--- src/rtl/mem_arb_pkg.sv ---
// -----------------------------------------------------------------------------
// mem_arb_pkg
// Shared types and constants for the fetch/data memory port arbiter.
//   arb_state_e : arbiter FSM states (IDLE, BUSY_IF, BUSY_DM, RESP)
//   grant_e     : grant encoding (GNT_IF = 0, GNT_DM = 1)
//   ABORT_DATA  : read data returned to a requester whose access timed out
//   arb_pick    : chooses the winner among pending requests
// -----------------------------------------------------------------------------
package mem_arb_pkg;

  typedef enum logic [1:0] {
    IDLE    = 2'd0,
    BUSY_IF = 2'd1,
    BUSY_DM = 2'd2,
    RESP    = 2'd3
  } arb_state_e;

  typedef enum logic {
    GNT_IF = 1'b0,
    GNT_DM = 1'b1
  } grant_e;

  localparam logic [31:0] ABORT_DATA = 32'hDEADBEEF;

  // On a conflict the requester that did not win the previous conflict is
  // served; a lone request always wins.
  function automatic grant_e arb_pick(input logic i_if_req,
                                      input logic i_dm_req,
                                      input grant_e i_last);
    grant_e w_win;
    if (i_if_req && i_dm_req) begin
      if (i_last == GNT_IF) w_win = GNT_DM;
      else                  w_win = GNT_IF;
    end else if (i_dm_req) begin
      w_win = GNT_DM;
    end else begin
      w_win = GNT_IF;
    end
    return w_win;
  endfunction

endpackage

--- src/rtl/arb_sat_counter.sv ---
// -----------------------------------------------------------------------------
// arb_sat_counter
// Free-running event counter that sticks at all-ones instead of wrapping.
// Ports:
//   clk          in   clock, rising edge
//   rst_async_n  in   asynchronous active-low reset (count -> 0)
//   i_en         in   count this cycle
//   o_count      out  registered count value
// -----------------------------------------------------------------------------
module arb_sat_counter #(
  parameter int WIDTH = 32
) (
  input  logic             clk,
  input  logic             rst_async_n,
  input  logic             i_en,
  output logic [WIDTH-1:0] o_count
);

  logic [WIDTH-1:0] r_count;

  always_ff @(posedge clk or negedge rst_async_n) begin
    if (!rst_async_n) begin
      r_count <= '0;
    end else if (i_en && (r_count != {WIDTH{1'b1}})) begin
      r_count <= r_count + 1'b1;
    end
  end

  assign o_count = r_count;

endmodule

--- src/rtl/mem_port_arbiter.sv ---
// -----------------------------------------------------------------------------
// mem_port_arbiter
// Shares one single-port unified memory between the fetch (IF) and memory
// (DM) pipeline stages. Requests are serialised through a four-state FSM
// (IDLE -> BUSY_x -> RESP -> IDLE), read data is returned per requester with a
// one-cycle done pulse, and an access that waits MAX_WAIT cycles without
// mem_ready is aborted (sticky timeout_err, ABORT_DATA returned for reads).
//
// Optional build macro: MEM_ARB_PERF_CNT_EN
//   defined     : conflict_cnt / wait_cnt are saturating 32-bit counters
//   not defined : both counter ports are tied to zero, no counter flops
//
// Ports:
//   clk, rst_async_n            clock / asynchronous active-low reset
//   if_req, if_addr             fetch request (held until if_done)
//   if_rdata, if_done           fetched word and one-cycle completion pulse
//   dm_req, dm_we, dm_addr,
//   dm_wdata                    data request (held until dm_done)
//   dm_rdata, dm_done           load data and one-cycle completion pulse
//   mem_valid, mem_we, mem_addr,
//   mem_wdata                   shared memory request (registered)
//   mem_ready, mem_rdata        shared memory response
//   stall_if, stall_mem         combinational stall requests to hazard logic
//   timeout_err                 sticky abort flag
//   conflict_cnt, wait_cnt      performance counters
// -----------------------------------------------------------------------------
module mem_port_arbiter
  import mem_arb_pkg::*;
#(
  parameter int ADDR_W   = 32,
  parameter int DATA_W   = 32,
  parameter int MAX_WAIT = 15
) (
  input  logic              clk,
  input  logic              rst_async_n,
  input  logic              if_req,
  input  logic [ADDR_W-1:0] if_addr,
  output logic [DATA_W-1:0] if_rdata,
  output logic              if_done,
  input  logic              dm_req,
  input  logic              dm_we,
  input  logic [ADDR_W-1:0] dm_addr,
  input  logic [DATA_W-1:0] dm_wdata,
  output logic [DATA_W-1:0] dm_rdata,
  output logic              dm_done,
  output logic              mem_valid,
  output logic              mem_we,
  output logic [ADDR_W-1:0] mem_addr,
  output logic [DATA_W-1:0] mem_wdata,
  input  logic              mem_ready,
  input  logic [DATA_W-1:0] mem_rdata,
  output logic              stall_if,
  output logic              stall_mem,
  output logic              timeout_err,
  output logic [31:0]       conflict_cnt,
  output logic [31:0]       wait_cnt
);

  // Abort fires in the BUSY cycle where the wait count would reach MAX_WAIT.
  localparam logic [7:0] WAIT_LAST = 8'(MAX_WAIT - 1);

  // State and datapath registers
  arb_state_e        r_state;
  grant_e            r_last_grant;
  logic              r_mem_valid;
  logic              r_mem_we;
  logic [ADDR_W-1:0] r_mem_addr;
  logic [DATA_W-1:0] r_mem_wdata;
  logic [DATA_W-1:0] r_if_rdata;
  logic [DATA_W-1:0] r_dm_rdata;
  logic              r_if_done;
  logic              r_dm_done;
  logic              r_timeout_err;
  logic [7:0]        r_wait;

  // Next-state values
  arb_state_e        w_state_next;
  grant_e            w_last_grant_next;
  logic              w_mem_valid_next;
  logic              w_mem_we_next;
  logic [ADDR_W-1:0] w_mem_addr_next;
  logic [DATA_W-1:0] w_mem_wdata_next;
  logic [DATA_W-1:0] w_if_rdata_next;
  logic [DATA_W-1:0] w_dm_rdata_next;
  logic              w_if_done_next;
  logic              w_dm_done_next;
  logic              w_timeout_err_next;
  logic [7:0]        w_wait_next;

  grant_e            w_gnt;
  logic              w_busy;
  logic              w_busy_dm;

  assign w_gnt     = arb_pick(if_req, dm_req, r_last_grant);
  assign w_busy    = (r_state == BUSY_IF) || (r_state == BUSY_DM);
  assign w_busy_dm = (r_state == BUSY_DM);

  always_ff @(posedge clk or negedge rst_async_n) begin
    if (!rst_async_n) begin
      r_state       <= IDLE;
      r_last_grant  <= GNT_IF;
      r_mem_valid   <= 1'b0;
      r_mem_we      <= 1'b0;
      r_mem_addr    <= '0;
      r_mem_wdata   <= '0;
      r_if_rdata    <= '0;
      r_dm_rdata    <= '0;
      r_if_done     <= 1'b0;
      r_dm_done     <= 1'b0;
      r_timeout_err <= 1'b0;
      r_wait        <= '0;
    end else begin
      r_state       <= w_state_next;
      r_last_grant  <= w_last_grant_next;
      r_mem_valid   <= w_mem_valid_next;
      r_mem_we      <= w_mem_we_next;
      r_mem_addr    <= w_mem_addr_next;
      r_mem_wdata   <= w_mem_wdata_next;
      r_if_rdata    <= w_if_rdata_next;
      r_dm_rdata    <= w_dm_rdata_next;
      r_if_done     <= w_if_done_next;
      r_dm_done     <= w_dm_done_next;
      r_timeout_err <= w_timeout_err_next;
      r_wait        <= w_wait_next;
    end
  end

  always_comb begin
    w_state_next       = r_state;
    w_last_grant_next  = r_last_grant;
    w_mem_valid_next   = r_mem_valid;
    w_mem_we_next      = r_mem_we;
    w_mem_addr_next    = r_mem_addr;
    w_mem_wdata_next   = r_mem_wdata;
    w_if_rdata_next    = r_if_rdata;
    w_dm_rdata_next    = r_dm_rdata;
    w_if_done_next     = 1'b0;
    w_dm_done_next     = 1'b0;
    w_timeout_err_next = r_timeout_err;
    w_wait_next        = r_wait;

    case (r_state)
      IDLE: begin
        if (if_req || dm_req) begin
          // Fairness history moves only when two requests actually compete,
          // so a lone access never changes who wins the next conflict.
          if (if_req && dm_req) w_last_grant_next = w_gnt;
          w_mem_valid_next = 1'b1;
          w_wait_next      = '0;
          if (w_gnt == GNT_DM) begin
            w_state_next     = BUSY_DM;
            w_mem_we_next    = dm_we;
            w_mem_addr_next  = dm_addr;
            w_mem_wdata_next = dm_wdata;
          end else begin
            w_state_next     = BUSY_IF;
            w_mem_we_next    = 1'b0;
            w_mem_addr_next  = if_addr;
            w_mem_wdata_next = '0;
          end
        end
      end

      BUSY_IF, BUSY_DM: begin
        if (mem_ready) begin
          w_mem_valid_next = 1'b0;
          w_state_next     = RESP;
          if (w_busy_dm) begin
            // Stores leave the last load value visible on dm_rdata.
            if (!r_mem_we) w_dm_rdata_next = mem_rdata;
            w_dm_done_next = 1'b1;
          end else begin
            w_if_rdata_next = mem_rdata;
            w_if_done_next  = 1'b1;
          end
        end else if (r_wait == WAIT_LAST) begin
          // Memory never answered: release the bus and still complete the
          // requester so the pipeline cannot deadlock.
          w_mem_valid_next   = 1'b0;
          w_state_next       = RESP;
          w_timeout_err_next = 1'b1;
          if (w_busy_dm) begin
            if (!r_mem_we) w_dm_rdata_next = DATA_W'(ABORT_DATA);
            w_dm_done_next = 1'b1;
          end else begin
            w_if_rdata_next = DATA_W'(ABORT_DATA);
            w_if_done_next  = 1'b1;
          end
        end else begin
          w_wait_next = r_wait + 8'd1;
        end
      end

      RESP: begin
        w_state_next = IDLE;
      end

      default: begin
        w_state_next = IDLE;
      end
    endcase
  end

  assign mem_valid   = r_mem_valid;
  assign mem_we      = r_mem_we;
  assign mem_addr    = r_mem_addr;
  assign mem_wdata   = r_mem_wdata;
  assign if_rdata    = r_if_rdata;
  assign dm_rdata    = r_dm_rdata;
  assign if_done     = r_if_done;
  assign dm_done     = r_dm_done;
  assign timeout_err = r_timeout_err;

  // Stall follows the raw request so the stage freezes in the request cycle.
  assign stall_if  = if_req & ~r_if_done;
  assign stall_mem = dm_req & ~r_dm_done;

`ifdef MEM_ARB_PERF_CNT_EN
  logic w_conflict_en;
  logic w_wait_en;

  assign w_conflict_en = (r_state == IDLE) & if_req & dm_req;
  assign w_wait_en     = w_busy & ~mem_ready;

  arb_sat_counter #(.WIDTH(32)) u_conflict_cnt (
    .clk         (clk),
    .rst_async_n (rst_async_n),
    .i_en        (w_conflict_en),
    .o_count     (conflict_cnt)
  );

  arb_sat_counter #(.WIDTH(32)) u_wait_cnt (
    .clk         (clk),
    .rst_async_n (rst_async_n),
    .i_en        (w_wait_en),
    .o_count     (wait_cnt)
  );
`else
  logic w_unused_busy;
  assign w_unused_busy = w_busy;
  assign conflict_cnt  = '0;
  assign wait_cnt      = '0;
`endif

endmodule

--- config.mk ---
export PLATFORM = sky130hd
export DESIGN_NAME = mem_port_arbiter
export DESIGN_NICKNAME = d
export VERILOG_FILES = /design/src/rtl/mem_arb_pkg.sv /design/src/rtl/arb_sat_counter.sv /design/src/rtl/mem_port_arbiter.sv
export SDC_FILE = /design/constraint.sdc
export NUM_CORES = 1
export LEC_CHECK = 0
export BUFFER_PORTS_ARGS = -buffer_cell sky130_fd_sc_hd__buf_2
export CORE_AREA = 2 2 130 132
export CTS_BUF_LIST = sky130_fd_sc_hd__clkbuf_8
export DETAILED_ROUTE_END_ITERATION = 16
export DIE_AREA = 0 0 132 134
export GPL_TIMING_DRIVEN = 0
export HOLD_SLACK_MARGIN = 0.05
export PLACE_DENSITY = 0.76
export SLEW_MARGIN = 30
export SYNTH_ARGS = -nofsm -noshare
export SYNTH_HDL_FRONTEND = slang
export SYNTH_SLANG_ARGS = --single-unit
--- constraint.sdc ---
create_clock -name clk -period 1.9 [get_ports clk]
set_input_delay 0.285 -clock clk [delete_from_list [all_inputs] [get_ports clk]]
set_output_delay 0.285 -clock clk [all_outputs]
set_load 0.05 [all_outputs]
Word level (Yosys, flattened, before mapping)
Index checks and enable logic that the tools add are counted.
- output and inout bits: 199
- register bits: 144
- word-level logic and storage cells: 79
- multiplexer cells: 37
- equality and inequality tests: 8
- bitwise gates (word level): 7
- add/sub/neg operators: 1
- reductions and logical operators: 14
- operator list (kind ; count):
    $mux 32 ; 12
    $mux 8 ; 3
    $pmux 8 s2 ; 1
    $mux 1 ; 15
    $reduce_and 3->1 ; 4
    $add 8x1->8 const B ; 1
    $eq 8x4->1 const B ; 1
    $mux 2 ; 4
    $reduce_and 4->1 ; 2
    $ne 2x2->1 const B ; 3
    $pmux 2 s3 ; 1
    $not 1->1 ; 5
    $eq 2x2->1 const B ; 2
    $reduce_and 2->1 ; 2
    $reduce_bool 2->1 ; 2
    $ne 3x3->1 const B ; 1
    $and 1x1->1 ; 2
    $eq 2x1->1 const B ; 1
    $logic_not 2->1 ; 1
    $pmux 1 s2 ; 1
    $reduce_or 2->1 ; 1
    $logic_and 1x1->1 ; 1
    $logic_or 1x1->1 ; 1

Logic depth before layout (Yosys ltp)
- word-level depth: 5
- mapped depth: 8
- depth with buffers taken out: 6

Least setup slack after synthesis
OpenSTA, ideal clock, no wires.
- path kind: reg-to-reg
- from: reg r_wait[0]
- to: reg r_if_rdata[0] (netlist: if_rdata[0])
- slack: -0.007 ns
- stages on the path, launching flop included: 8
- clock period less this slack: 1.907 ns
- data required time: 1.775 ns
- buffers on the path: 1
- arrival: 1.782 ns
- path through: dfrtp_1 inv_1 ha_1 and4b_1 a21oi_2 nor3b_4 buf_6 mux2_2
- word-level cells in the longest chain between the ends: 3
- ends and longest elaborated chain (item ; line ; RTL):
    start, declared ; mem_port_arbiter.sv:74 ; logic [7:0] r_wait;
    start signal, assigned ; mem_port_arbiter.sv:124 ; r_wait <= w_wait_next;
    $eq 8x4->1 ; mem_port_arbiter.sv:176 ; end else if (r_wait == WAIT_LAST) begin
    $reduce_bool 2->1 (no line) ; -- ;
    $reduce_and 3->1 (no line) ; -- ;
    end signal, assigned ; mem_port_arbiter.sv:119 ; r_if_rdata <= w_if_rdata_next;
    end, declared ; mem_port_arbiter.sv:69 ; logic [DATA_W-1:0] r_if_rdata;
Every way passes these cells.
A chain may end at the register's enable or synchronous reset.

Final worst setup path
- from: reg r_wait[0]
- to: reg r_if_rdata[7] (netlist: if_rdata[7])
The elaborated chain is that of the path after synthesis.

==> impl_metrics.xml <==
<?xml version="1.0" encoding="UTF-8"?>
<metrics>
  <group name="worst_hold_path">
    <metric name="hold_sp" unit="">dm_wdata[26]</metric>
    <metric name="hold_depth" unit="">2</metric>
    <metric name="hold_path.class" unit="">primary input to flop</metric>
    <metric name="hold_endpoint" unit="">mem_wdata[26]$_DFFE_PN0P_</metric>
  </group>
  <group name="floorplan">
    <metric name="rows" unit="">47</metric>
    <metric name="boundaryPins" unit="">333</metric>
    <metric name="design.core.area" unit="sq um">16300</metric>
    <metric name="floorplan.initialDensity" unit="%">40.0</metric>
    <metric name="die-area" unit="sq um">17700</metric>
    <metric name="die_w" unit="um">132</metric>
    <metric name="die-height" unit="um">134</metric>
  </group>
  <group name="routing">
    <metric name="topRoutingLayerUsed" unit="">met4</metric>
    <metric name="detail_route.wl_per_cell" unit="um">15.4</metric>
    <metric name="wl_met1" unit="mm">7.28</metric>
    <metric name="remaining_drc_errors" unit="">0</metric>
    <metric name="vias_per_cell" unit="">4.63</metric>
    <metric name="wl_met3" unit="mm">1.04</metric>
    <metric name="first_pass_iters" unit="">5</metric>
    <metric name="detail-route-antenna-nets" unit="">0</metric>
    <metric name="met2RoutedLength" unit="mm">9.30</metric>
    <metric name="detail_route.iter0.violations" unit="">193</metric>
    <metric name="via_count" unit="">5462</metric>
    <metric name="detail_route.wirelength" unit="mm">18.1</metric>
  </group>
  <group name="sta">
    <metric name="tns" unit="ps">-798</metric>
    <metric name="timing.fmax" unit="MHz">512</metric>
    <metric name="tightestPinTransition" unit="ps">535</metric>
    <metric name="finClkSkew" unit="ps">12.6</metric>
    <metric name="layout_worst_path_cycle_share" unit="%">103</metric>
    <metric name="hold_violations" unit="">0</metric>
    <metric name="setup_viol" unit="">25</metric>
    <metric name="minimum_hold_slack" unit="ps">76.3</metric>
    <metric name="grt_setup_unrepaired" unit="">yes</metric>
    <metric name="relative_slew_slack" unit="%">64.0</metric>
    <metric name="slew_viol_final" unit="">0</metric>
    <metric name="postLayoutSetupSlackWorst" unit="ps">-51.6</metric>
    <metric name="final_critical_delay_including_setup_and_external_delays" unit="ps">1950</metric>
  </group>
  <group name="pwr">
    <metric name="total_power" unit="uW">18000</metric>
    <metric name="share_clk_of_total_power" unit="%">13.1</metric>
    <metric name="netSwitchingFraction" unit="%">52.3</metric>
    <metric name="power.static_leakage" unit="uW">0.00489</metric>
    <metric name="ir_drop" unit="uV">1520</metric>
    <metric name="cell_internal_pwr" unit="uW">8610</metric>
    <metric name="pwr_density_cell" unit="nW/um^2">1930</metric>
    <metric name="power.net_switching" unit="uW">9420</metric>
    <metric name="combPwrFrac" unit="%">57.8</metric>
    <metric name="proportion_of_power_drawn_by_flip_flops_and_latches" unit="%">29.1</metric>
  </group>
  <group name="yosys">
    <metric name="synthDominantCellAreaShare" unit="%">55.3</metric>
    <metric name="post_synth_xor_area_fraction" unit="%">0.134</metric>
    <metric name="synthesis.instances" unit="">555</metric>
    <metric name="yosys.area_share.adder" unit="%">0.768</metric>
    <metric name="synth-seq-cells" unit="">144</metric>
    <metric name="synth_compound_gate_area_share" unit="%">13.7</metric>
    <metric name="synth_simple_gate_area_share" unit="%">8.62</metric>
    <metric name="synth_top_family_by_area" unit="">compound AO/OA/AOI/OAI gates</metric>
    <metric name="ys.warnings.count" unit="">0</metric>
    <metric name="synth_area_leader" unit="">sky130_fd_sc_hd__dfrtp_1</metric>
    <metric name="synth.avg_cell_area" unit="sq um">11.7</metric>
    <metric name="synth_area" unit="sq um">6510</metric>
    <metric name="synth-edff-count" unit="">0</metric>
    <metric name="synth_sequential_area_ratio" unit="%">55.3</metric>
    <metric name="synth.area.mux_share" unit="%">10.9</metric>
    <metric name="fraction_of_registers_with_async_set_reset" unit="%">100</metric>
    <metric name="synth.lib_cells_used.distinct" unit="">47</metric>
    <metric name="synth_area_leaders" unit="">sky130_fd_sc_hd__dfrtp_1, sky130_fd_sc_hd__buf_4, sky130_fd_sc_hd__mux2i_1</metric>
    <metric name="ys_dominant_reg_cell" unit="">sky130_fd_sc_hd__dfrtp_1</metric>
  </group>
  <group name="placed_design">
    <metric name="numPortBuffers" unit="">268</metric>
    <metric name="dp.final_hpwl" unit="mm">13.0</metric>
    <metric name="gp_congestion" unit="">0.903</metric>
    <metric name="placed_cells" unit="">1107</metric>
  </group>
  <group name="worst_setup_path">
    <metric name="critical_path.endpoint_type" unit="">flop</metric>
    <metric name="rr_worst_depth" unit="">7</metric>
    <metric name="startpoint_type" unit="">flop</metric>
    <metric name="criticalPathCategory" unit="">flop to flop</metric>
    <metric name="r2r_startpoint" unit="">r_wait[0]$_DFFE_PN0P_</metric>
    <metric name="worst-path-max-fanout" unit="">10</metric>
    <metric name="register_to_register_setup_slack" unit="ps">-50</metric>
    <metric name="crit_required" unit="ps">2230</metric>
    <metric name="critical_path.reg2reg.endpoint" unit="">if_rdata[7]$_DFFE_PN0P_</metric>
    <metric name="cp.arrival" unit="ps">2280</metric>
  </group>
  <group name="cts">
    <metric name="cts_made_buffers" unit="">17</metric>
    <metric name="clock_sinks" unit="">144</metric>
    <metric name="cts_tree" unit="">done</metric>
    <metric name="cts.path.max_buffers" unit="">2</metric>
    <metric name="cts.clk_slew.worst_paths" unit="ps">80</metric>
    <metric name="root_buffer" unit="">sky130_fd_sc_hd__clkbuf_8</metric>
    <metric name="insertion_delay_of_the_later_clocked_pin_in_the_worst_skew_pair" unit="ps">440</metric>
    <metric name="clock_tree.htree_level_count" unit="">4</metric>
  </group>
  <group name="layout">
    <metric name="final_core_utilization" unit="%">57.3</metric>
    <metric name="syn2layout_area_growth" unit="%">43.3</metric>
    <metric name="layoutNonFillerInstCount" unit="">1180</metric>
    <metric name="n_antenna_cell" unit="">0</metric>
    <metric name="layout.filler_cells" unit="">1367</metric>
    <metric name="final_net_count" unit="">1085</metric>
    <metric name="layout-drive-gt1-share" unit="%">44.4</metric>
  </group>
  <group name="global_routing">
    <metric name="global_route_wire_length_before_repair" unit="mm">27.8</metric>
    <metric name="grt_start_max_net_pins" unit="">85</metric>
    <metric name="groute.usage.overall" unit="%">19.9</metric>
    <metric name="grt_antenna_before_repair" unit="">0</metric>
    <metric name="global_route.overflow_total" unit="">0</metric>
    <metric name="vias_in_the_first_global_route" unit="">5467</metric>
  </group>
  <group name="status">
    <metric name="run_status" unit="">complete, but fails checks</metric>
    <metric name="failed_checks" unit="">negative setup slack</metric>
  </group>
  <group name="job">
    <metric name="max_cap_violations" unit="">0</metric>
  </group>
</metrics>
-- worst max-delay path, cell delays in order (launching register included) --
cell and delay [ps]:
sky130_fd_sc_hd__dfrtp_1 400, sky130_fd_sc_hd__inv_1 60, sky130_fd_sc_hd__ha_1 130, sky130_fd_sc_hd__and4b_2 310, sky130_fd_sc_hd__a21oi_4 100, sky130_fd_sc_hd__nor3b_4 230, sky130_fd_sc_hd__buf_4 240, sky130_fd_sc_hd__mux2_2 360
-- metrics by stage --
| stage | worst slack (ps) | instance area [sq um] |
|---|---|---|
| after floorplan | 6.24 | 6750 |
| after global placement | -1560 | 8370 |
| after detailed placement | -277 | 8410 |
| after CTS | -3.24 | 9230 |
| after global routing | -78.4 | 9340 |
| final | -51.6 | 9340 |
-- cell type report --
cell class | instances | area (sq um) | share of cell area (%)
Tap cell | 220 | 275 | 2.95
Sequential cell | 144 | 3600 | 38.6
Timing Repair Buffer | 313 | 1810 | 19.4
Clock buffer | 17 | 234 | 2.51
Inverter | 14 | 52.6 | 0.563
Clock inverter | 15 | 148 | 1.58
Multi-Input combinational cell | 364 | 2570 | 27.5
Buffer | 93 | 641 | 6.86
-- logic make-up after synthesis --
kind of cell             Yosys count
AND/OR/NAND/NOR                  107
other                              1
XOR/XNOR                           1
flip-flops                       144
multiplexers                      68
buffers and inverters            110
AO/OA/AOI/OAI                    120
adder cells (fa/ha/maj)            4
-- worst max-delay path by stage --
stage                                       from                        to  slack [ps]  depth (start not counted)
final                      r_wait[0]$_DFFE_PN0P_   if_rdata[7]$_DFFE_PN0P_         -50                          7
after global routing       r_wait[0]$_DFFE_PN0P_   if_rdata[7]$_DFFE_PN0P_         -80                          7
after CTS                  r_wait[0]$_DFFE_PN0P_   if_rdata[9]$_DFFE_PN0P_          -3                          7
after detailed placement  r_state[1]$_DFFE_PN0P_  mem_addr[29]$_DFFE_PN0P_        -280                          8
after global placement               rst_async_n  mem_addr[26]$_DFFE_PN0P_       -1560                          1
after floorplan            r_wait[0]$_DFFE_PN0P_   if_rdata[0]$_DFFE_PN0P_           6                          7
-- routing by layer --
metal	track usage, %	vias up
met2	34.8	207
met1	23.4	2620
met5	0	-
met3	4.65	36
met4	8.57	0
li1	-	2599
-- synth_stat cells, drive strengths merged (2+ instances only) --
cell type	instances
a211o	2
inv	14
nand2	47
buf	79
and2	3
ha	4
o21bai	2
nor3	5
nor2	7
o21ai	40
a22o	43
mux2	25
dfrtp	144
a21oi	3
nand2b	24
o22a	23
nand3	5
clkbuf	17
nand3b	2
nor3b	3
and4b	2
nor2b	3
mux2i	43
-- layout by cell type, fill, tap and decap left out, drive strengths merged, types with 2 or more instances in the layout --
master and count:
o21bai 2, nand2b 24, nor3 5, dlygate4sd3 35
and4b 2, nor3b 3, dfrtp 144, mux2 25
a22o 43, clkinvlp 3, nand3b 2, clkinv 5
buf 355, clkbuf 33, o22a 23, conb 64
bufinv 2, and2 3, nand2 47, a21oi 3
a211o 2, mux2i 43, nand3 5, o21ai 40
ha 4, nor2b 3, inv 19, nor2 7
-- what timing repair did --
action                                 CTS  global route
cloned                                   1             0
pin swaps                                2             4
setup buffers                            5             3
gates resized for setup                 21            27
setup endpoints to repair              131           111
endpoints found under the hold margin   93             1
hold buffers                            34             1
-- power by group through the flow --
stage / Clock [uW] / Sequential [uW] / Combinational, uW
3_3_place_gp: 0 / 5230 / 9840
5_1_grt: 2560 / 5420 / 10900
4_1_cts: 2420 / 5230 / 10200
6_report: 2360 / 5260 / 10400
2_1_floorplan: 0 / 9760 / 3010
3_5_place_dp: 0 / 5250 / 10000
-- state kept, by name (all words and copies together) (netlist names) --
register and cells:
r_last_grant 1, if_done 1, timeout_err 1, dm_done 1, if_rdata 32, mem_wdata 32
r_wait 8, mem_we 1, mem_valid 1, mem_addr 32, r_state 2, dm_rdata 32
Note: power is estimated with default switching activity, not from simulation.
